`config.mk`:
```
export PLATFORM = sky130hd
export DESIGN_NAME = cbus_arbiter
export DESIGN_NICKNAME = d
export VERILOG_FILES = /design/src/rtl/common_pkg.sv /design/src/rtl/cbus_arb_select.sv /design/src/rtl/cbus_arbiter.sv
export SDC_FILE = /design/constraint.sdc
export NUM_CORES = 1
export LEC_CHECK = 0
export CORE_AREA = 2 2 211 213
export CTS_CLUSTER_SIZE = 14
export DETAILED_ROUTE_END_ITERATION = 7
export DIE_AREA = 0 0 213 215
export SYNTH_ARGS = -nofsm -noshare
export SYNTH_HDL_FRONTEND = slang
export SYNTH_SLANG_ARGS = --single-unit
export TNS_END_PERCENT = 50
```
`constraint.sdc`:
```
create_clock -name clk -period 2 [get_ports clk]
set_clock_uncertainty 0.15 [all_clocks]
set_input_delay 0.2 -clock clk [delete_from_list [all_inputs] [get_ports clk]]
set_output_delay 0.2 -clock clk [all_outputs]
set_load 0.05 [all_outputs]
```
`src/rtl/common_pkg.sv`:
```
// Shared cbus types: request/response payloads and their field enums.
// Used by every cbus master, slave and interconnect block.
package common;

  localparam int unsigned CBUS_ADDR_W = 32;
  localparam int unsigned CBUS_DATA_W = 64;
  localparam int unsigned CBUS_STRB_W = CBUS_DATA_W / 8;

  // Bytes per beat: 1, 2, 4 or 8.
  typedef enum logic [2:0] {
    MSIZE1 = 3'd0,
    MSIZE2 = 3'd1,
    MSIZE4 = 3'd2,
    MSIZE8 = 3'd3
  } mem_size_t;

  // Beats per burst, encoded as log2(beats).
  typedef enum logic [2:0] {
    MLEN1  = 3'd0,
    MLEN2  = 3'd1,
    MLEN4  = 3'd2,
    MLEN8  = 3'd3,
    MLEN16 = 3'd4
  } mem_len_t;

  typedef enum logic [1:0] {
    BURST_FIXED = 2'd0,
    BURST_INCR  = 2'd1,
    BURST_WRAP  = 2'd2
  } burst_t;

  typedef struct packed {
    logic                   valid;
    logic                   is_write;
    mem_size_t              size;
    logic [CBUS_ADDR_W-1:0] addr;
    logic [CBUS_STRB_W-1:0] strobe;
    logic [CBUS_DATA_W-1:0] data;
    mem_len_t               len;
    burst_t                 burst;
  } cbus_req_t;

  typedef struct packed {
    logic                   ready;
    logic                   last;
    logic [CBUS_DATA_W-1:0] data;
  } cbus_resp_t;

endpackage

```
`src/rtl/cbus_arb_select.sv`:
```
// Combinational winner search for the cbus arbiter: scans the valid vector
// starting at start_i and wrapping, returning the first valid index.
// Ports:
//   valid_i    - one request-valid bit per requester
//   start_i    - index the search begins at
//   found_c_o  - at least one requester is valid
//   winner_c_o - index of the first valid requester at or after start_i
module cbus_arb_select #(
  parameter  int unsigned NUM_INPUTS = 2,
  localparam int unsigned IDX_W      = $clog2(NUM_INPUTS)
) (
  input  logic [NUM_INPUTS-1:0] valid_i,
  input  logic [IDX_W-1:0]      start_i,
  output logic                  found_c_o,
  output logic [IDX_W-1:0]      winner_c_o
);

  // Wrapping first-hit scan; modulo keeps non-power-of-two counts in range.
  always_comb begin
    logic [IDX_W-1:0] sel;
    found_c_o  = 1'b0;
    winner_c_o = '0;
    sel        = '0;
    for (int unsigned k = 0; k < NUM_INPUTS; k++) begin
      sel = IDX_W'((32'(start_i) + k) % NUM_INPUTS);
      if (!found_c_o && valid_i[sel]) begin
        found_c_o  = 1'b1;
        winner_c_o = sel;
      end
    end
  end

endmodule

```
`src/rtl/cbus_arbiter.sv`:
```
// Arbitrates NUM_INPUTS cache-side cbus requesters onto one memory-side
// cbus. A grant takes one IDLE cycle; the owner keeps the bus until the
// memory side returns ready && last, then the arbiter spends one cycle in
// IDLE before the next grant.
// Ports:
//   clk    - rising-edge clock
//   reset  - synchronous, active-low reset
//   ireqs  - per-requester requests (port 0 ICache, port 1 DCache)
//   iresps - per-requester responses, all-zero except for the owner
//   oreq   - request forwarded to memory (owner's request, else zero)
//   oresp  - response from memory
// Build option: define CBUS_ARB_ROUND_ROBIN_EN for round-robin priority
// (search starts after the previous owner); otherwise lowest index wins.
module cbus_arbiter
  import common::*;
#(
  parameter int unsigned NUM_INPUTS = 2
) (
  input  logic       clk,
  input  logic       reset,
  input  cbus_req_t  ireqs  [NUM_INPUTS],
  output cbus_resp_t iresps [NUM_INPUTS],
  output cbus_req_t  oreq,
  input  cbus_resp_t oresp
);

  localparam int unsigned OWNER_W = $clog2(NUM_INPUTS);

  typedef enum logic {
    IDLE = 1'b0,
    BUSY = 1'b1
  } state_t;

  state_t               state_q, state_d;
  logic [OWNER_W-1:0]   owner_q, owner_d;
  logic [OWNER_W-1:0]   start_ptr;
  logic [OWNER_W-1:0]   winner;
  logic                 found;
  logic [NUM_INPUTS-1:0] valid_vec;

  for (genvar g = 0; g < NUM_INPUTS; g++) begin : g_valid
    assign valid_vec[g] = ireqs[g].valid;
  end

`ifdef CBUS_ARB_ROUND_ROBIN_EN
  logic [OWNER_W-1:0] last_owner_q, last_owner_d;

  assign last_owner_d = (state_q == IDLE && found) ? winner : last_owner_q;
  assign start_ptr    = (last_owner_q == OWNER_W'(NUM_INPUTS - 1)) ? '0
                                                                    : last_owner_q + OWNER_W'(1);

  // Previous owner, so the search begins one past it.
  always_ff @(posedge clk) begin
    if (!reset) last_owner_q <= '0;
    else        last_owner_q <= last_owner_d;
  end
`else
  assign start_ptr = '0;
`endif

  cbus_arb_select #(
    .NUM_INPUTS (NUM_INPUTS)
  ) u_select (
    .valid_i    (valid_vec),
    .start_i    (start_ptr),
    .found_c_o  (found),
    .winner_c_o (winner)
  );

  // State and owner registers.
  always_ff @(posedge clk) begin
    if (!reset) begin
      state_q <= IDLE;
      owner_q <= '0;
    end else begin
      state_q <= state_d;
      owner_q <= owner_d;
    end
  end

  // Next state and bus steering; oresp is ignored while IDLE.
  always_comb begin
    state_d = state_q;
    owner_d = owner_q;
    oreq    = '0;
    iresps  = '{default: '0};
    case (state_q)
      IDLE: begin
        if (found) begin
          state_d = BUSY;
          owner_d = winner;
        end
      end
      BUSY: begin
        oreq            = ireqs[owner_q];
        iresps[owner_q] = oresp;
        if (oresp.ready && oresp.last) state_d = IDLE;
      end
    endcase
  end

`ifndef SYNTHESIS
  // Owner must hold valid for the whole burst; the arbiter keeps the grant anyway.
  always_ff @(posedge clk) begin
    if (reset && state_q == BUSY && !ireqs[owner_q].valid)
      $warning("cbus_arbiter: owner %0d dropped valid before last beat", owner_q);
  end
`endif

endmodule

```
==> qor.txt <==
Asr flop ratio synth: 0%
CP Max Fanout: 28
First-pass GRT wire length: 30,980 um
DIE WIDTH: 213 um
Crit share post-route: 99.03%
Total global routing overflow: 0
Crit end category: primary output
Clock Power Share: 7.5%
Port buffer count: 541
Number of synthesized flops with an enable pin: 0
Combinational share of power: 91.2%
Pleak: 0.004620 uW
Worst r2r src: state_q
Die Y: 215 um
Unrepaired setup endpoints after global routing: yes
Most common cell in the netlist: nor2b_1
Drt via density: 3.247
HPWL after DPL: 19,360 um
Worst VDD drop: 0.2264 mV
Fraction of layout cells with a size suffix above 1: 30.16%
Max capacitance violation total: 0
I/O Pins: 542
Number of synthesized register bits: 2
DRC errors left: 0
Worst R2R Path Depth: 3
Total Routing Usage GR: 8.702%
CTS clk-pin slew, worst paths: 30 ps
DR iter-0 viols: 145
Share of the synthesized area in the top cell type: 36.05%
Leading area contributor after synthesis: mux2i_1
H-tree levels: 1
Gpl congestion: 0.8602
Setup violations, final: 0
CP Class: flop to primary output
Root buffer cell: clkbuf_16
Top FF cell, synth: dfxtp_1
Fin. Hold Viols: 0
Max Fclk: 504.9 MHz
Setup crit start: owner_q
Initial Utilization: 7.253%
P_sw: 1794 uW
First-pass DRT Iterations: 4
Top area cells in the synthesized netlist: mux2i_1 (36%), nor2b_1 (23%), and3_1 (13%)
Core area: 43,640 um^2
Sw frac: 45.38%
Int Pwr: 2159 uW
Status: finished, final reports clean
Worst rel slew slack: 72.72%
Total power: 3953 uW
R2r setup slk: 590 ps
WL final: 21,920 um
Crit path DAT: 1630 ps
Nets@finish: 1,233
Clock sink count: 2
FF-to-FF End: state_q
Largest net degree at the start of global routing: 101
Seq/Total Area, Yosys: 1.265%
Total Die Area: 45,800 um^2
Cell Pwr Density: 336.2 nW/um^2
Class of the worst hold path: input pin to flop
Worst setup SP type: flop
Initial antenna violation count: 1
Number of global-route vias before repair: 5,006
Max clock buf depth: 2
Hold Buf Count CTS: 0
Clock Latency Late Sink: 220 ps
Ys Warns: 0
Cell row count: 77
Final min period: 1981 ps
Final WS setup: 19.42 ps
Top cells by count, synth: nor2b_1 (116), mux2i_1 (114), and3_1 (66)
Post-Synthesis Cells: 416
Wire per inst: 14.35 um
Tightest Pin Transition: 409.1 ps
Clock buffer count from CTS: 3
Worst setup endpoint: oreq[36]
Pre-CTS setup slack: 87.73 ps
Netlist cell types: 17
WP data required: 1650 ps
Layout fillers: 4,521
Post-Syn Nets: 712
Seq pwr share: 1.3%
Post-Synthesis Cell Area: 3166 um^2
Final antenna-violating net count: 0
Max-slew violations: 0
Mean Syn Cell Area: 7.609 um^2
Vias after detailed routing: 4,958
Antenna Cells: 0
CTS tree: built
Layout overhead on the synthesized area: 271.4%
-- per-stage QoR --
| step | utilization (%) | hold slack [ps] | std cells | setup TNS (ps) | area [um^2] |
|---|---|---|---|---|---|
| 4_1_cts | 26.87 | 442.0 | 1527 | 0 | 11730 |
| 5_1_grt | 26.94 | 460.8 | 1527 | -32.07 | 11760 |
| 2_1_floorplan | - | 195.0 | 416 | 0 | 3166 |
| 6_report | 26.94 | 449.3 | 1527 | 0 | 11760 |
| 3_3_place_gp | 26.69 | 680.6 | 1524 | 0 | 11650 |
| 3_5_place_dp | 26.69 | 670.1 | 1524 | 0 | 11650 |
-- logic make-up after synthesis --
family	after synthesis	synth area share [%]
buffers and inverters	48	12.81
flip-flops	2	1.265
AND/OR/NAND/NOR	250	49.21
AO/OA/AOI/OAI	2	0.6719
multiplexers	114	36.05
-- critical path, stage by stage, from the launching register on --
cell and delay, ps:
dfxtp_4 400, buf_16 220, buf_12 200, mux2i_2 260, nor2b_1 110, buf_12 160
-- area by class of cell --
| class | count | area, um^2 | share of cell area, % |
|---|---|---|---|
| clock buffers | 3 | 75.07 | 0.6385 |
| inverters | 1 | 3.754 | 0.03193 |
| multi-input cells | 366 | 2749 | 23.38 |
| flip-flops and latches | 2 | 47.55 | 0.4044 |
| well taps | 592 | 740.7 | 6.300 |
| repair buffers | 563 | 8142 | 69.25 |
-- sequential cells by signal (all words and copies together) (netlist names) --
register  cells
owner_q       1
state_q       1
-- power groups by stage --
stage	clock network, uW	logic, uW	registers, uW
after global routing	309	3740	51.5
final	298	3600	50.4
after detailed placement	0	3620	50.6
after global placement	0	3610	50.4
after floorplan	0	1600	46.5
after CTS	305	3630	50.2
-- routing by layer --
metal	routed length (um)	part of all wire, %	up-vias	global-route usage, %
met5	12	0.055	-	0
met4	114	0.52	2	0.7459
met3	2091	9.5	12	2.163
met2	11530	53	275	16.79
met1	8167	37	2231	9.807
li1	-	-	2438	-
-- how the worst min path moves through the flow --
stage | start | to | slack, ps | cells after the start
after floorplan | ireqs[227] | state_q | 190 | 1
after global placement | reset | owner_q | 680 | 2
after CTS | reset | owner_q | 440 | 2
after global routing | reset | owner_q | 460 | 2
after detailed placement | reset | owner_q | 670 | 2
final | reset | owner_q | 450 | 2
-- cells in the final DEF (no fill, tap or decap), drive strengths merged --
cell and count:
o311a 1, nand3 1, and2 65, and3 66
inv 1, dfxtp 2, buf 268, nand2 1
nor2 1, clkdlybuf4s50 295, mux2i 114, nor2b 116
o221a 1, clkbuf 3
-- what timing repair did --
action | 4_1_cts | 5_1_grt
gates resized for setup | 1 | 8
buffers inserted | 0 | 0
setup endpoints to repair | 1 | 8
Power figures use the tool's default switching activity.
